## src/rtl/seq_tx_pkg.sv

```systemverilog
// Shared types and constants for the serial sequence transmitter.
// State encoding is also used by the detector benches.
package seq_tx_pkg;

    localparam logic [1:0] ST_IDLE = 2'd0;
    localparam logic [1:0] ST_PRE  = 2'd1;
    localparam logic [1:0] ST_DATA = 2'd2;
    localparam logic [1:0] ST_GAP  = 2'd3;

    localparam logic [3:0] PREAMBLE_DEF = 4'b1011;

    typedef enum logic [1:0] {
        IDLE = ST_IDLE,
        PRE  = ST_PRE,
        DATA = ST_DATA,
        GAP  = ST_GAP
    } state_t;

    function automatic int unsigned max3(input int unsigned a, input int unsigned b,
                                         input int unsigned c);
        int unsigned m;
        m = (a > b) ? a : b;
        return (m > c) ? m : c;
    endfunction

endpackage

```

## src/rtl/piso_shreg.sv

```systemverilog
// Parallel-in serial-out shift register, MSB first.
// load together with shift stores the word already advanced by one bit.
module piso_shreg #(
    parameter int unsigned W = 8
) (
    input  logic         clk,
    input  logic         load,
    input  logic         shift,
    input  logic [W-1:0] d,
    output logic         msb
);

    logic [W-1:0] sr;

    always_ff @(posedge clk) begin
        if (load) begin
            sr <= shift ? (d << 1) : d;
        end else if (shift) begin
            sr <= sr << 1;
        end
    end

    assign msb = sr[W-1];

endmodule

```

## src/rtl/seq_tx_fsm.sv

```systemverilog
// Serial sequence transmitter: optional preamble then payload, MSB first, one bit per clock.
// Build option: define SEQ_TX_PREAMBLE_EN to compile in the preamble (PRE state).
module seq_tx_fsm
    import seq_tx_pkg::*;
#(
    parameter int unsigned      DATA_W     = 8,
    parameter int unsigned      PRE_W      = 4,
    parameter logic [PRE_W-1:0] PREAMBLE   = PRE_W'(PREAMBLE_DEF),
    parameter int unsigned      GAP_CYCLES = 1
) (
    input  logic              clk,
    input  logic              rst,
    input  logic [DATA_W-1:0] din,
    input  logic              din_valid,
    output logic              din_ready,
    output logic              out,
    output logic              out_valid,
    output logic              done,
    output logic              busy
);

    localparam int unsigned CNT_MAX  = max3(PRE_W, DATA_W, GAP_CYCLES);
    localparam int unsigned CNT_W    = $clog2(CNT_MAX + 1);
    localparam int unsigned GAP_LOAD = (GAP_CYCLES > 0) ? GAP_CYCLES - 1 : 0;

    state_t           state;
    logic [CNT_W-1:0] cnt;
    logic             accept;
    logic             sr_shift;
    logic             sr_msb;

`ifdef SEQ_TX_PREAMBLE_EN
    logic [PRE_W-1:0] pre_sr;
`else
    logic             unused_pre;
    assign unused_pre = ^PREAMBLE;
`endif

    assign busy      = (state != IDLE);
    assign din_ready = (state == IDLE) && rst;
    assign accept    = din_valid && din_ready;

    // Advance the payload register whenever a payload bit is placed on the line.
    always_comb begin
        sr_shift = 1'b0;
        if (state == DATA) begin
            sr_shift = (cnt != '0);
        end
`ifdef SEQ_TX_PREAMBLE_EN
        if (state == PRE) begin
            sr_shift = (cnt == '0);
        end
`else
        if (accept) begin
            sr_shift = 1'b1;
        end
`endif
    end

    piso_shreg #(
        .W(DATA_W)
    ) u_sr (
        .clk  (clk),
        .load (accept),
        .shift(sr_shift),
        .d    (din),
        .msb  (sr_msb)
    );

    // cnt holds the number of cycles left in the current state after this one.
    always_ff @(posedge clk) begin
        if (!rst) begin
            state     <= IDLE;
            cnt       <= '0;
            out       <= 1'b0;
            out_valid <= 1'b0;
            done      <= 1'b0;
`ifdef SEQ_TX_PREAMBLE_EN
            pre_sr    <= '0;
`endif
        end else begin
            done <= 1'b0;
            case (state)
                IDLE: begin
                    out       <= 1'b0;
                    out_valid <= 1'b0;
                    if (accept) begin
                        out_valid <= 1'b1;
`ifdef SEQ_TX_PREAMBLE_EN
                        state  <= PRE;
                        cnt    <= CNT_W'(PRE_W - 1);
                        out    <= PREAMBLE[PRE_W-1];
                        pre_sr <= PREAMBLE << 1;
`else
                        state  <= DATA;
                        cnt    <= CNT_W'(DATA_W - 1);
                        out    <= din[DATA_W-1];
                        done   <= (DATA_W == 1);
`endif
                    end
                end
`ifdef SEQ_TX_PREAMBLE_EN
                PRE: begin
                    if (cnt == '0) begin
                        state <= DATA;
                        cnt   <= CNT_W'(DATA_W - 1);
                        out   <= sr_msb;
                        done  <= (DATA_W == 1);
                    end else begin
                        cnt    <= cnt - 1'b1;
                        out    <= pre_sr[PRE_W-1];
                        pre_sr <= pre_sr << 1;
                    end
                end
`endif
                DATA: begin
                    if (cnt == '0) begin
                        out       <= 1'b0;
                        out_valid <= 1'b0;
                        if (GAP_CYCLES == 0) begin
                            state <= IDLE;
                        end else begin
                            state <= GAP;
                            cnt   <= CNT_W'(GAP_LOAD);
                        end
                    end else begin
                        cnt  <= cnt - 1'b1;
                        out  <= sr_msb;
                        done <= (cnt == CNT_W'(1));
                    end
                end
                GAP: begin
                    out       <= 1'b0;
                    out_valid <= 1'b0;
                    if (cnt == '0) begin
                        state <= IDLE;
                    end else begin
                        cnt <= cnt - 1'b1;
                    end
                end
                default: begin
                    state     <= IDLE;
                    out       <= 1'b0;
                    out_valid <= 1'b0;
                end
            endcase
        end
    end

endmodule

```

## config.mk

```make
export PLATFORM = sky130hd
export DESIGN_NAME = seq_tx_fsm
export DESIGN_NICKNAME = d
export VERILOG_FILES = /design/src/rtl/seq_tx_pkg.sv /design/src/rtl/piso_shreg.sv /design/src/rtl/seq_tx_fsm.sv
export SDC_FILE = /design/constraint.sdc
export NUM_CORES = 1
export LEC_CHECK = 0
export BUFFER_PORTS_ARGS = -buffer_cell sky130_fd_sc_hd__buf_4
export CAP_MARGIN = 15
export CORE_MARGIN = 8
export CORE_UTILIZATION = 47
export CTS_CLUSTER_DIAMETER = 200
export DETAILED_ROUTE_END_ITERATION = 10
export HOLD_SLACK_MARGIN = 0.05
export PLACE_DENSITY = 0.72
export SKIP_CTS_REPAIR_TIMING = 1
export SLEW_MARGIN = 10
export SYNTH_ARGS = -nofsm -noshare
export SYNTH_HDL_FRONTEND = slang
export SYNTH_SLANG_ARGS = --single-unit
export TNS_END_PERCENT = 50
```

## constraint.sdc

```tcl
create_clock -name clk -period 2 [get_ports clk]
set_clock_uncertainty 0.15 [all_clocks]
set_input_delay 0.2 -clock clk [delete_from_list [all_inputs] [get_ports clk]]
set_output_delay 0.2 -clock clk [all_outputs]
set_load 0.1 [all_outputs]
```

==> metrics.cfg <==
[floorplanning]
ios=16
dieArea_sq_um=3432
coreArea_sq_um=1708
num_rows=15
chipHeight_um=58.58
die_w_um=58.58
start_util_pct=49.89

[logic_synthesis]
yosys_warnings=0
syn_area_per_cell_sq_um=11.07
synth_area_sq_um=852.1
ys_seq_area_share_pct=49.34
synth-seq-cells=17
synth_cells=77
syn-num-nets=91
ys_types=34

[routing]
vias=679
drt_iter0_markers=17
drt-wirelength-per-cell_um=13.02
route.detailed.drc=0
route.antenna.remaining_nets=0
vias_per_cell=5.183
routed_wl_mm=1.706
first_pass_iters=4

[grt]
grt.total_usage_pct=10.22
grt_pass1_vias=615
grt_pass1_wl_mm=2.677
overflow=0
grt_max_degree=11
antenna_found_initial=0

[sta]
rsz0062_at_grt=false
min_period_ps=1810
holdWs_ps=50.19
final.period_utilization_pct=90.50
setup_violations=0
drv_slew=0
finalHoldViolCount=0
timing.fmax_mhz=552.5

[finish]
n_antenna_cell=0
nNetsFinal=121
layout_commonest_cell=buf_4
layout_common_cells=buf_4, dfxtp_1, edfxtp_1
drive_gt1_share_pct=43.40
fillers=133
final_util_pct=65.27
syn_to_final_growth_pct=30.84

[worst_setup_path]
crit_type=in -> out
r2r_setup_slack_ps=220
path_max_fanout=5
path_buf_inv=4
worst_setup_path_start_kind=primary input
cp.depth=6
cp.arrival_ps=1460
r2r_start=cnt[1]
cp-end-kind=output pin
cp_top_family=buffers and inverters
cpMaxStageDelayCell=dlygate4sd3_1
cp-startpoint=rst
cp_slowest_stage_delay_ps=530
rr_worst_depth=5
rr_endpoint=u_sr.sr[2]
cp_cell_sequence=dlygate4sd3_1 > buf_4 > nand2b_1 > buf_4 > nor2_2 > buf_4
crit_end=din_ready
required_ps=1650
crit_top_cell=buf_4

[power]
power.leakage_nw=0.4596
p_per_area_nw_per_um2=851.4
ir_worst_vdd_uv=498.3

[place]
gp_congestion=0.7066
io_buffers=15
place_hpwl_mm=1.284

[cts]
clock_sinks=17
cts_buffers=3
cts_root_buf=clkbuf_4
h-tree-depth=1
cts_tree=yes
worst_skew_pair.late_latency_ps=290
clockBufferDepth=2
path_clk_slew_ps=100

[job]
max_cap_viol_count=0

[run_status]
status=complete, no violations

[hold_path]
holdCritStartpoint=din[2]
hold_path_class=in -> reg

[Yosys cell counts]
| cell type | number | area, sq um |
|---|---|---|
| a21oi_1 | 3 | 15.01 |
| a221oi_2 | 1 | 15.01 |
| a31oi_1 | 1 | 6.260 |
| a32oi_1 | 1 | 8.760 |
| and2b_2 | 1 | 8.760 |
| and4bb_1 | 1 | 12.51 |
| buf_2 | 1 | 5.000 |
| buf_6 | 1 | 11.26 |
| clkbuf_1 | 1 | 3.750 |
| conb_1 | 1 | 3.750 |
| dfxtp_1 | 9 | 180.2 |
| edfxtp_1 | 8 | 240.2 |
| ha_1 | 3 | 37.54 |
| inv_1 | 5 | 18.77 |
| mux2_2 | 7 | 78.83 |
| mux2i_1 | 1 | 10.01 |
| nand2_1 | 6 | 22.52 |
| nand2b_1 | 2 | 12.51 |
| nand3_1 | 3 | 15.01 |
| nor2_1 | 5 | 18.77 |
| nor2b_1 | 1 | 6.260 |
| nor3_1 | 2 | 10.01 |
| nor3b_2 | 1 | 12.51 |
| o21a_1 | 1 | 7.510 |
| o21ai_0 | 1 | 5.000 |
| o221ai_1 | 1 | 8.760 |
| o221ai_2 | 1 | 15.01 |
| o22ai_1 | 1 | 6.260 |
| o2bb2ai_1 | 1 | 8.760 |
| o32ai_1 | 1 | 8.760 |
| or2_2 | 2 | 12.51 |
| or3_1 | 1 | 6.260 |
| or3b_4 | 1 | 11.26 |
| xnor2_1 | 1 | 8.760 |
[how the worst min path moves through the flow]
stage | slack [ps] | cells past startpoint | endpoint
detailed placement | 290 | 3 | out
floorplan | 170 | 1 | state[1]
global placement | 280 | 3 | out
CTS | -20 | 3 | out
global route | 50 | 2 | u_sr.sr[5]
finish | 50 | 2 | u_sr.sr[3]
[state kept, by name (all words and copies together), names as in the netlist]
signal / flops
done: 1
state: 2
cnt: 4
out_valid: 1
out: 1
u_sr.sr: 8
[power breakdown]
part | switching [mW] | internal (mW)
clock | 0.112 | 0.0745
sequential | 0.0161 | 0.413
combinational | 0.185 | 0.148
total | 0.313 | 0.636
[per-layer routing]
metal | up-vias | global-route usage [%] | wire length, um
met1 | 318 | 12.47 | 768
met4 | 0 | 6.143 | 39
li1 | 336 | - | -
met2 | 20 | 15.12 | 778
met3 | 5 | 3.478 | 120
met5 | - | 0 | 0
[cell families after synthesis]
logic type | Yosys count | share of synthesized area [%]
compound gates | 13 | 12.33
xor+xnor | 1 | 1.028
fa+ha+maj | 3 | 4.406
buf+inv | 8 | 4.551
flops | 17 | 49.34
mux | 8 | 10.43
other cells | 1 | 0.4401
simple gates | 26 | 17.47
[metrics by stage]
step | power (mW) | instance area [sq um] | instances | setup slack [ps] | setup TNS (ps)
detailed placement | 0.7642 | 1061 | 125 | -25.20 | -201.0
CTS | 0.9484 | 1089 | 129 | -55.50 | -443.0
global placement | 0.7567 | 1061 | 125 | 27.89 | 0
global route | 0.9996 | 1115 | 131 | 113.7 | 0
finish | 0.9491 | 1115 | 131 | 189.9 | 0
floorplan | 0.6624 | 854.6 | 77 | 26.17 | 0
[area by class of cell]
type	instances	area (sq um)	area share, %
well taps	25	31.28	2.806
clock buffers	3	22.52	2.020
repair buffers	28	215.2	19.30
inverters	5	18.77	1.684
clock inverters	1	5.005	0.4489
flip-flops and latches	17	420.4	37.71
multi-input cells	52	401.6	36.03
(Power assumes the default switching activity.)
